File: src/rtl/i2s_serializer.sv
// Philips I2S transmitter: mono PCM word duplicated to left/right, MSB first, lrclk leads MSB by one bclk.
// Latency: a word latched on frame start reaches sdata in the same tick; first ack 2*BCLK_DIV clocks after reset.
// Backpressure: none; upstream holds sample across the ack cycle, a missed update repeats the previous word.
module i2s_serializer #(
  parameter int SAMPLE_WIDTH = 16,
  parameter int BCLK_DIV     = 2
) (
  input  logic                    clock,
  input  logic                    reset,
  input  logic                    enable,
  input  logic [SAMPLE_WIDTH-1:0] sample,
  output logic                    sample_ack,
  output logic                    bclk,
  output logic                    lrclk,
  output logic                    sdata
);

  localparam int FRAME_BITS = 2 * SAMPLE_WIDTH;
  localparam int DIV_W      = (BCLK_DIV > 1) ? $clog2(BCLK_DIV) : 1;
  localparam int BIT_W      = $clog2(FRAME_BITS);

  localparam logic [DIV_W-1:0] DIV_LAST = DIV_W'(BCLK_DIV - 1);
  localparam logic [BIT_W-1:0] BIT_LAST = BIT_W'(FRAME_BITS - 1);
  localparam logic [BIT_W-1:0] LR_FIRST = BIT_W'(SAMPLE_WIDTH - 1);

  logic [DIV_W-1:0]        div_cnt_q, div_cnt_d;
  logic [BIT_W-1:0]        bit_cnt_q, bit_cnt_d;
  logic [FRAME_BITS-1:0]   shift_q, shift_d;
  logic                    bclk_q, bclk_d;
  logic                    lrclk_q, lrclk_d;
  logic                    sdata_q, sdata_d;
  logic                    ack_q, ack_d;

  logic                    div_wrap;
  logic                    fall_tick;
  logic                    frame_start;
  logic [BIT_W-1:0]        bit_next;
  logic [SAMPLE_WIDTH-1:0] load_word;

  // Divider, bit counter and serializer next-state; lrclk/sdata only move on bclk falling ticks.
  always_comb begin
    div_wrap    = (div_cnt_q == DIV_LAST);
    fall_tick   = div_wrap && bclk_q;
    frame_start = fall_tick && (bit_cnt_q == BIT_LAST);
    bit_next    = (bit_cnt_q == BIT_LAST) ? '0 : bit_cnt_q + 1'b1;
    load_word   = enable ? sample : '0;

    div_cnt_d = div_wrap ? '0 : div_cnt_q + 1'b1;
    bclk_d    = div_wrap ? ~bclk_q : bclk_q;
    bit_cnt_d = bit_cnt_q;
    shift_d   = shift_q;
    lrclk_d   = lrclk_q;
    sdata_d   = sdata_q;
    ack_d     = 1'b0;

    if (fall_tick) begin
      bit_cnt_d = bit_next;
      // Right channel select spans the left LSB through the bit before the right LSB.
      lrclk_d   = (bit_next >= LR_FIRST) && (bit_next != BIT_LAST);
      if (frame_start) begin
        // Both channel copies are loaded at once; the MSB goes straight to sdata.
        sdata_d = load_word[SAMPLE_WIDTH-1];
        shift_d = {load_word[SAMPLE_WIDTH-2:0], load_word, 1'b0};
        ack_d   = 1'b1;
      end else begin
        sdata_d = shift_q[FRAME_BITS-1];
        shift_d = {shift_q[FRAME_BITS-2:0], 1'b0};
      end
    end
  end

  // State registers; reset parks the counter at the last bit so the first tick starts a frame.
  always_ff @(posedge clock or negedge reset) begin
    if (!reset) begin
      div_cnt_q <= '0;
      bit_cnt_q <= BIT_LAST;
      shift_q   <= '0;
      bclk_q    <= 1'b0;
      lrclk_q   <= 1'b0;
      sdata_q   <= 1'b0;
      ack_q     <= 1'b0;
    end else begin
      div_cnt_q <= div_cnt_d;
      bit_cnt_q <= bit_cnt_d;
      shift_q   <= shift_d;
      bclk_q    <= bclk_d;
      lrclk_q   <= lrclk_d;
      sdata_q   <= sdata_d;
      ack_q     <= ack_d;
    end
  end

  assign bclk       = bclk_q;
  assign lrclk      = lrclk_q;
  assign sdata      = sdata_q;
  assign sample_ack = ack_q;

endmodule

File: config.mk
export PLATFORM = sky130hd
export DESIGN_NAME = i2s_serializer
export DESIGN_NICKNAME = d
export VERILOG_FILES = /design/src/rtl/i2s_serializer.sv
export SDC_FILE = /design/constraint.sdc
export NUM_CORES = 1
export LEC_CHECK = 0
export CAP_MARGIN = 20
export CORE_ASPECT_RATIO = 1.2
export CORE_UTILIZATION = 40
export DETAILED_ROUTE_END_ITERATION = 10
export SETUP_SLACK_MARGIN = 0.02
export SYNTH_ARGS = -nofsm -noshare
export SYNTH_HDL_FRONTEND = slang
export SYNTH_SLANG_ARGS = --single-unit
File: constraint.sdc
create_clock -name clock -period 6.1 [get_ports clock]
set_clock_uncertainty 0.2 [all_clocks]
set_input_delay 0.915 -clock clock [delete_from_list [all_inputs] [get_ports clock]]
set_output_delay 0.915 -clock clock [all_outputs]
set_load 0.03 [all_outputs]
==> impl_metrics.toml <==
[floorplanning]
die_w_um = 64.4
io_pins = 23
die_h_um = 76.9
start_util_pct = 42.9
die-area_mm2 = 0.00496
core_area_mm2 = 0.00436
placementRows = 26

[critical_path]
critPathCaptureType = "flip-flop"
r2r-start = "bit_cnt_q[0]$_DFFE_PN1P_"
r2r_cells = 7
startpoint_type = "flip-flop"
r2r-end = "shift_q[3]$_DFFE_PN0P_"
path_max_fanout = 17
path_cells = "ha_1, and3_1, ha_1, and2_1, buf_8, a221oi_1, nor2_1"
cpPeakStageDelay_ns = 0.57
crit_top_cell = "ha_1"
crit_family = "simple AND/OR/NAND/NOR gates"
worstPathArrival_ns = 2.53
regToRegSetupSlack_ns = 3.59
cp_slowest_cell = "dfstp_2"
cp.required_ns = 6.12
path_buf_inv = 1
path_class = "reg -> reg"

[finish]
layout_commonest_cell = "nor2_1"
register_area_mm2 = 0.00103
multiInputGateArea_um2 = 729
fillers = 452
antennaDiodeCount = 0
layout.nets = 223
final_area_mm2 = 0.00217
fin_cells = 258
mostFrequentLayoutCells = "nor2_1 (65), dfrtp_1 (36), a221oi_1 (26), clkdlybuf4s50_1 (21), nand2_1 (10)"
utilization_pct = 49.8
area_growth_pct = 16.0
drive_gt1_share_pct = 10.4

[flow_run]
cap_violations = 0

[grt]
use_met3_pct = 4.91
use_met2_pct = 26.7
met1_usage_pct = 19.9
busiest_layer = "met2"
track_usage_pct = 16.2
grt_pass1_vias = 1362
antenna_found_initial = 0
grt_max_degree = 42
grt_pass1_wl_um = 6200
gr-total-overflow = 0

[worst_hold_path]
hold_path_depth = 2
worstHoldEndpoint = "bit_cnt_q[4]$_DFFE_PN1P_"
worstHoldStart = "bit_cnt_q[4]$_DFFE_PN1P_"
hold_path.class = "reg -> reg"

[routing]
vias = 1410
dr.pass1.iters = 4
drtIter0Drc = 65
ant_nets = 0
wl_um = 3570
wire_per_inst_um = 13.8
vias_per_cell = 5.47
drc = 0

[place]
placedCellCount = 250
dp_hpwl_um = 2220
dpl_worst_slack_ns = 3.17
gp_congestion = 0.762
port_buffers = 22
placed_area_mm2 = 0.00207

[cts]
root_buffer = "clkbuf_8"
cts.sinks = 41
holdBufCountCts = 0
h-tree-depth = 2
cts_buffers = 5
clock_tree.buffer_depth = 2
worst_skew_pair.late_latency_ns = 0.29
cts_resized = 0
clk_pin_slew_ns = 0.07
post_cts_buffers = 0
cts_tree = "built"

[sta]
worstMarginPinSlew_ns = 0.890
fin_hold_ws_ns = 0.267
fmax_ghz = 0.398
setup_viol = 0
hold_viol = 0
final.setup.tns_ns = 0
relSlewSlack_pct = 40.7
min_period_ns = 2.51
report.final.slew_viol_count = 0
period_share_pct = 41.2
setup_ws_ns = 3.59
rsz0062_at_grt = "no"

[logic_synthesis]
synthMuxAreaShare_pct = 0
synth_area_per_cell_um2 = 10.1
async_flop_share_pct = 100
synth_edf_count = 0
ys.warnings.count = 0
synth_top_family_by_area = "compound AO/OA/AOI/OAI gates"
yosysTopAreaCellShare_pct = 48.1
synth_simple_gate_area_share_pct = 17.8
ys_seq_elements = 41
syn_area_mm2 = 0.00187
synth_fa_ha_area_share_pct = 1.34
synth_area_leaders = "dfrtp_1 (48%), nor2_1 (13%), a221oi_1 (12%)"
seq_area_frac_synth_pct = 55.1
synth_cells = 185
synthFlopType = "dfrtp_1"
yosys.area_share.xor_xnor_pct = 0.936
synth_cell_types = 23
synth-compound-area-share_pct = 18.9
syn_nets = 206
yosysTopAreaCell = "dfrtp_1"

[outcome]
status = "finished, final reports clean"

[pwr]
totalPowerFinal_mw = 0.466
leakage_nw = 0.993
ir_drop_v = 0.0000937
powerDensity_mw_per_mm2 = 215
[sequential cells by signal (all words and copies together), names as in the netlist]
register    cells
sample_ack      1
bit_cnt_q       5
shift_q        31
bclk            1
div_cnt_q       1
sdata           1
lrclk           1
[report_power, final]
part	switching (mW)	leakage (nW)	internal [mW]	total, mW
Sequential	0	0.546	0.272	0.272
Combinational	0.00844	0.403	0.00981	0.0183
Clock	0.0859	0.0443	0.0897	0.176
Total	0.0943	0.993	0.371	0.466
[metal layers]
| layer | routed length, um | up-vias |
|---|---|---|
| li1 | - | 690 |
| met3 | 143 | 5 |
| met5 | 0 | - |
| met1 | 1600 | 691 |
| met4 | 41 | 0 |
| met2 | 1790 | 24 |
[cell type report]
cell class / count / share of cell area (%)
well taps: 56 / 3.23
repair buffers: 25 / 11.3
multi-input cells: 127 / 33.6
inverters: 2 / 0.346
clock buffers: 7 / 3.98
flip-flops and latches: 41 / 47.6
[synthesized netlist by cell type (2+ instances only)]
| cell type | instances |
|---|---|
| nor2_1 | 65 |
| a31oi_1 | 2 |
| dfstp_2 | 5 |
| a221oi_1 | 26 |
| nand2_1 | 10 |
| nand3_1 | 2 |
| buf_6 | 5 |
| ha_1 | 2 |
| and2_1 | 2 |
| o21ai_0 | 6 |
| dfrtp_1 | 36 |
| a221oi_2 | 5 |
| buf_2 | 7 |
| clkbuf_1 | 3 |
[cell families (layout without fill, tap and decap cells)]
family	count (synthesis)	after routing
adders and majority gates	2	2
xor gates and xnor gates	2	2
AOI/OAI and AO/OA	40	40
and+or+nand+nor	83	83
buffers and inverters	17	34
DFF	41	41
[how the worst max path moves through the flow]
stage | start | end | slack [ns] | depth (start not counted)
5_1_grt | bit_cnt_q[0]$_DFFE_PN1P_ | shift_q[22]$_DFFE_PN0P_ | 3.41 | 7
3_5_place_dp | enable | shift_q[14]$_DFFE_PN0P_ | 3.17 | 4
6_report | bit_cnt_q[0]$_DFFE_PN1P_ | shift_q[3]$_DFFE_PN0P_ | 3.59 | 7
3_3_place_gp | enable | shift_q[3]$_DFFE_PN0P_ | 3.18 | 4
4_1_cts | bit_cnt_q[0]$_DFFE_PN1P_ | shift_q[14]$_DFFE_PN0P_ | 3.28 | 6
2_1_floorplan | bit_cnt_q[0]$_DFFE_PN1P_ | shift_q[19]$_DFFE_PN0P_ | 4.04 | 7
[tightest hold or removal path, delay by kind of cell (launching register included)]
kind	cells	cell delay, ns
flip-flops	1	0.37
AND/OR/NAND/NOR	2	0.10
(Power assumes the default switching activity.)
